`src/rtl/mem_arbiter.sv`:
```
// Shared main-memory arbiter between I-cache fill and D-cache fill/writeback paths.
// Optional round-robin DR/IW tie-breaking is enabled with the MEM_ARB_RR_EN macro.
module mem_arbiter #(
  parameter int MEM_LAT = 4,
  parameter int ADDR_W  = 14
) (
  input  logic              clk,
  input  logic              rst,
  input  logic              i_re,
  input  logic [ADDR_W-1:0] i_addr,
  output logic              i_rdy,
  output logic [63:0]       i_line,
  input  logic              d_re,
  input  logic [ADDR_W-1:0] d_raddr,
  input  logic              d_we,
  input  logic [ADDR_W-1:0] d_waddr,
  input  logic [63:0]       d_wdata,
  output logic              d_rdy,
  output logic [63:0]       d_line,
  output logic              d_wdone,
  output logic [ADDR_W-1:0] mem_addr,
  output logic              mem_re,
  output logic              mem_we,
  output logic [63:0]       mem_wdata,
  input  logic [63:0]       mem_rdata,
  output logic              busy
);

  typedef enum logic [1:0] {S_IDLE, S_BUSY, S_DONE} state_t;
  typedef enum logic [1:0] {OWN_IW, OWN_DR, OWN_DW} owner_t;

  localparam logic [3:0] CNT_INIT = 4'(MEM_LAT - 1);

  state_t              state_q, state_d;
  owner_t              owner_q, owner_d;
  owner_t              grant_s;
  logic [3:0]          cnt_q, cnt_d;
  logic [ADDR_W-1:0]   mem_addr_q, mem_addr_d;
  logic [63:0]         mem_wdata_q, mem_wdata_d;
  logic                mem_re_q, mem_re_d;
  logic                mem_we_q, mem_we_d;
  logic                i_rdy_q, i_rdy_d;
  logic                d_rdy_q, d_rdy_d;
  logic                d_wdone_q, d_wdone_d;
  logic [63:0]         i_line_q, i_line_d;
  logic [63:0]         d_line_q, d_line_d;
  logic                busy_q, busy_d;
`ifdef MEM_ARB_RR_EN
  logic                last_d_q, last_d_d;  // 1: last DR/IW grant went to the D side
`endif

  // Request selection: writeback always wins; DR/IW ties by priority or round-robin.
  always_comb begin
    grant_s = OWN_IW;
    if (d_we) begin
      grant_s = OWN_DW;
    end else if (d_re && i_re) begin
`ifdef MEM_ARB_RR_EN
      grant_s = last_d_q ? OWN_IW : OWN_DR;
`else
      grant_s = OWN_DR;
`endif
    end else if (d_re) begin
      grant_s = OWN_DR;
    end else begin
      grant_s = OWN_IW;
    end
  end

  // Next-state and registered-output logic for the IDLE/BUSY/DONE sequencer.
  always_comb begin
    state_d     = state_q;
    owner_d     = owner_q;
    cnt_d       = cnt_q;
    mem_addr_d  = mem_addr_q;
    mem_wdata_d = mem_wdata_q;
    mem_re_d    = 1'b0;
    mem_we_d    = 1'b0;
    i_rdy_d     = 1'b0;
    d_rdy_d     = 1'b0;
    d_wdone_d   = 1'b0;
    i_line_d    = i_line_q;
    d_line_d    = d_line_q;
    busy_d      = busy_q;
`ifdef MEM_ARB_RR_EN
    last_d_d    = last_d_q;
`endif
    case (state_q)
      S_IDLE: begin
        if (d_we || d_re || i_re) begin
          state_d = S_BUSY;
          busy_d  = 1'b1;
          cnt_d   = CNT_INIT;
          owner_d = grant_s;
          case (grant_s)
            OWN_DW: begin
              mem_addr_d  = d_waddr;
              mem_wdata_d = d_wdata;
              mem_we_d    = 1'b1;
            end
            OWN_DR: begin
              mem_addr_d = d_raddr;
              mem_re_d   = 1'b1;
`ifdef MEM_ARB_RR_EN
              last_d_d   = 1'b1;
`endif
            end
            default: begin
              mem_addr_d = i_addr;
              mem_re_d   = 1'b1;
`ifdef MEM_ARB_RR_EN
              last_d_d   = 1'b0;
`endif
            end
          endcase
        end else begin
          state_d = S_IDLE;
        end
      end
      S_BUSY: begin
        // Read data is valid in the cycle the countdown reaches zero.
        if (cnt_q == 4'd0) begin
          state_d = S_DONE;
          case (owner_q)
            OWN_IW: begin
              i_line_d = mem_rdata;
              i_rdy_d  = 1'b1;
            end
            OWN_DR: begin
              d_line_d = mem_rdata;
              d_rdy_d  = 1'b1;
            end
            OWN_DW: begin
              d_wdone_d = 1'b1;
            end
            default: begin
              d_wdone_d = 1'b0;
            end
          endcase
        end else begin
          cnt_d = cnt_q - 4'd1;
        end
      end
      S_DONE: begin
        state_d = S_IDLE;
        busy_d  = 1'b0;
      end
      default: begin
        state_d = S_IDLE;
        busy_d  = 1'b0;
      end
    endcase
  end

  // State and output registers with synchronous active-low reset.
  always_ff @(posedge clk) begin
    if (!rst) begin
      state_q     <= S_IDLE;
      owner_q     <= OWN_IW;
      cnt_q       <= 4'd0;
      mem_addr_q  <= '0;
      mem_wdata_q <= 64'd0;
      mem_re_q    <= 1'b0;
      mem_we_q    <= 1'b0;
      i_rdy_q     <= 1'b0;
      d_rdy_q     <= 1'b0;
      d_wdone_q   <= 1'b0;
      i_line_q    <= 64'd0;
      d_line_q    <= 64'd0;
      busy_q      <= 1'b0;
`ifdef MEM_ARB_RR_EN
      last_d_q    <= 1'b1;
`endif
    end else begin
      state_q     <= state_d;
      owner_q     <= owner_d;
      cnt_q       <= cnt_d;
      mem_addr_q  <= mem_addr_d;
      mem_wdata_q <= mem_wdata_d;
      mem_re_q    <= mem_re_d;
      mem_we_q    <= mem_we_d;
      i_rdy_q     <= i_rdy_d;
      d_rdy_q     <= d_rdy_d;
      d_wdone_q   <= d_wdone_d;
      i_line_q    <= i_line_d;
      d_line_q    <= d_line_d;
      busy_q      <= busy_d;
`ifdef MEM_ARB_RR_EN
      last_d_q    <= last_d_d;
`endif
    end
  end

  assign i_rdy     = i_rdy_q;
  assign i_line    = i_line_q;
  assign d_rdy     = d_rdy_q;
  assign d_line    = d_line_q;
  assign d_wdone   = d_wdone_q;
  assign mem_addr  = mem_addr_q;
  assign mem_re    = mem_re_q;
  assign mem_we    = mem_we_q;
  assign mem_wdata = mem_wdata_q;
  assign busy      = busy_q;

endmodule
```
`config.mk`:
```
export PLATFORM = sky130hd
export DESIGN_NAME = mem_arbiter
export DESIGN_NICKNAME = d
export VERILOG_FILES = /design/src/rtl/mem_arbiter.sv
export SDC_FILE = /design/constraint.sdc
export NUM_CORES = 1
export LEC_CHECK = 0
export CAP_MARGIN = 20
export CORE_AREA = 2 2 150 152
export DETAILED_ROUTE_END_ITERATION = 6
export DIE_AREA = 0 0 152 154
export DONT_BUFFER_PORTS = 1
export SYNTH_ARGS = -nofsm -noshare
export SYNTH_HDL_FRONTEND = slang
export SYNTH_SLANG_ARGS = --single-unit
```
`constraint.sdc`:
```
create_clock -name clk -period 2.2 [get_ports clk]
set_input_delay 0.55 -clock clk [delete_from_list [all_inputs] [get_ports clk]]
set_output_delay 0.55 -clock clk [all_outputs]
set_load 0.02 [all_outputs]
```
==> results of run 1 <==
==> per-stage QoR <==
step	hold slack (ns)	setup slack (ns)	instance area [um2]	std cells	utilization
detailed placement	0.513	0.100	8410	1127	0.388
finish	0.109	0.150	9180	1169	0.423
floorplan	0.467	0.238	8300	905	-
global route	0.0825	0.0593	9180	1169	0.423
CTS	0.0703	0.0796	9150	1168	0.422
global placement	0.504	0.137	8410	1127	0.388
==> logic make-up after synthesis <==
group | Yosys count | share of synthesized area
fa+ha+maj | 2 | 0.00302
mux | 142 | 0.171
compound gates | 107 | 0.0743
buf+inv | 71 | 0.0464
simple gates | 363 | 0.174
flops | 220 | 0.531
==> how the worst max path moves through the flow <==
stage / to / cells after the start / startpoint / slack (ns)
3_3_place_gp: i_line[36] / 6 / cnt_q[0] / 0.14
2_1_floorplan: i_line[10] / 7 / cnt_q[0] / 0.24
4_1_cts: i_line[41] / 6 / cnt_q[0] / 0.08
3_5_place_dp: i_line[41] / 6 / cnt_q[0] / 0.10
6_report: i_line[7] / 6 / cnt_q[0] / 0.15
5_1_grt: i_line[17] / 6 / cnt_q[0] / 0.06
==> power by group through the flow <==
stage / registers, mW / clock network (mW) / logic [mW]
finish: 4.76 / 3.78 / 0.800
global route: 4.79 / 4.04 / 0.896
CTS: 4.76 / 3.89 / 0.792
detailed placement: 4.85 / 0 / 0.792
global placement: 4.85 / 0 / 0.773
floorplan: 4.76 / 0 / 0.767
==> state kept, by name, indices dropped and copies added (netlist names) <==
name	count
d_line	64
i_line	64
mem_wdata	64
mem_addr	14
cnt_q	4
owner_q	2
state_q	2
busy	1
d_rdy	1
d_wdone	1
i_rdy	1
mem_re	1
mem_we	1
==> what timing repair did <==
| action | 4_1_cts | 5_1_grt |
|---|---|---|
| resized for setup | 0 | 1 |
| setup buffers | 0 | 0 |
| endpoints found under the setup margin | 0 | 38 |
==> metal layers <==
layer,up-vias,GRT usage
li1,2926,-
met1,2732,0.187
met2,270,0.269
met3,29,0.0637
met4,0,0.0472
met5,-,0
==> Yosys cell counts, types with 2 or more instances <==
cell        n  area [um2]
ha_1        2        25.0
nand3_1     3        15.0
clkbuf_1   42         158
nor2b_1     5        31.3
nor3b_1     5        37.5
o21ai_0    16        80.1
mux2i_1   142        1420
o21a_1      2        15.0
nor2_1      2        7.51
nand2_1   334        1250
nor4_1      2        12.5
nor3_1      4        20.0
buf_12      6         120
a21oi_1    66         330
a22o_1     14         123
buf_2       8        40.0
buf_1      10        37.5
nand2b_1    2        12.5
inv_1       3        11.3
o31a_1      2        17.5
a31oi_1     3        18.8
dfxtp_1   220        4400
==> final cells by class <==
| type | instances | area (um2) |
|---|---|---|
| fill | 2151 | 12500 |
| sequential | 220 | 4400 |
| multi-input combinational | 614 | 3520 |
| clock buffer | 33 | 673 |
| tap | 280 | 350 |
| timing repair buffer | 10 | 150 |
| clock inverter | 8 | 71.3 |
| inverter | 4 | 15.0 |
==> worst register-to-register path, stage by stage, from the launching register on <==
cell	delay, ns
dfxtp_1	0.33
inv_1	0.09
ha_1	0.19
or3b_4	0.40
or4_4	0.49
clkbuf_16	0.27
mux2i_1	0.17
==> impl_metrics.env, run 1 <==
export IMPL_first_pass_iters=5
export IMPL_path_clk_slew_ns=0.06
export IMPL_dp_hpwl_um=13800
export IMPL_clockRootBuffer="clkbuf_16"
export IMPL_slew_violations=0
export IMPL_p_total_mw=9.34
export IMPL_p_int_mw=6.84
export IMPL_drive_above_1_share=0.0596
export IMPL_min_period_ns=2.05
export IMPL_p_comb_frac=0.086
export IMPL_routed_wl_um=20200
export IMPL_worstSkewPairLatency_ns=0.51
export IMPL_io_buffers=0
export IMPL_fin_nets=1050
export IMPL_period_share=0.932
export IMPL_worstSetupPathType="reg -> reg"
export IMPL_post_drt_wl_per_cell_um=17.3
export IMPL_rsz0062_at_grt="no"
export IMPL_p_leak_nw=4.24
export IMPL_hp_class="in -> reg"
export IMPL_layout_commonest_cell="nand2_1"
export IMPL_hold_viol_final=0
export IMPL_via_per_inst=5.10
export IMPL_setup_violations_final=0
export IMPL_start_util=0.383
export IMPL_worst_slew_margin_rel=0.558
export IMPL_tightest_slew_ns=0.663
export IMPL_cp_slowest_cell="or4_4"
export IMPL_ys_warn_count=0
export IMPL_syn_avg_cell_area_um2=9.17
export IMPL_syn_to_final_growth_pct=10.7
export IMPL_wl_met3_um=2220
export IMPL_grt_ovfl_total=0
export IMPL_critical_path_top_delay_family="simple AND/OR/NAND/NOR gates"
export IMPL_htree_num_levels=1
export IMPL_worstSetupStartpointType="flop"
export IMPL_clock_fmax_mhz=488
export IMPL_ios=387
export IMPL_vdd_ir_drop_max_mv=0.511
export IMPL_via_count=5957
export IMPL_cts_sinks=220
export IMPL_maxCapViolations=0
export IMPL_dr_max_layer_used="met4"
export IMPL_netlist_area_um2=8300
export IMPL_end_kind="flop"
export IMPL_yosysSeqAreaShare=0.531
export IMPL_seqPwrFrac=0.509
export IMPL_crit_required_ns=2.58
export IMPL_power_frac_clock=0.405
export IMPL_cp_max_fo=32
export IMPL_cts_hold_buf=0
export IMPL_worstReg2RegStart="cnt_q[0]"
export IMPL_min_from="d_we"
export IMPL_rrSetupSlack_ns=0.15
export IMPL_drt_initial_drc_count=344
export IMPL_swShare=0.268
export IMPL_grt_max_degree=199
export IMPL_max_stage_delay_ns=0.49
export IMPL_ys_async_sr_fraction=0
export IMPL_fin_setup_tns_ns=0
export IMPL_critPathArrivalTime_ns=2.43
export IMPL_detail_route_antenna_nets=0
export IMPL_min_to="mem_re"
export IMPL_skew_ns=0.0106
export IMPL_coreArea_um2=21700
export IMPL_numCtsBuffers=23
export IMPL_synth_fp_nets=1082
export IMPL_wl_met2_um=9540
export IMPL_p_switching_mw=2.50
export IMPL_p_per_area_nw_per_um2=1020
export IMPL_final_cell_mix="nand2_1, dfxtp_1, mux2i_1"
export IMPL_die_area_um2=23400
export IMPL_cts_tree="built"
export IMPL_reg2regPathDepth=6
export IMPL_drcViolationCount=0
export IMPL_die_h_um=154
export IMPL_rr_endpoint="i_line[7]"
export IMPL_antenna_found_initial=0
export IMPL_rows=54
export IMPL_routabilityCongestion=0.788
export IMPL_grt_use_total=0.159
export IMPL_die_x_um=152
export IMPL_cp_cell_sequence="inv_1 -> ha_1 -> or3b_4 -> or4_4 -> clkbuf_16 -> mux2i_1"
export IMPL_wl_met1_um=8020
export IMPL_clockBufferDepth=3
export IMPL_grt_pass1_wl_um=31100
export IMPL_first_global_vias=5844
export IMPL_synth_ff_type="dfxtp_1"
export IMPL_outcome="complete, no violations"
export IMPL_diodes=0
export IMPL_ys_types=34
export IMPL_syn_instance_count=905
export IMPL_hold_depth=1
export IMPL_synth_edf_count=0
export IMPL_ys_ff_latch=220
export IMPL_critical_path_buf_inv_count=2
(Power assumes the default switching activity.)
==> run 2, diff against run 1 <==
--- a/config.mk
+++ b/config.mk
@@ -13,3 +13,4 @@
 export SYNTH_ARGS = -nofsm -noshare
 export SYNTH_HDL_FRONTEND = slang
 export SYNTH_SLANG_ARGS = --single-unit
+export TNS_END_PERCENT = 100
==> results of run 2 <==
No change in the layout: final DEF, timing and power equal those of run 1.
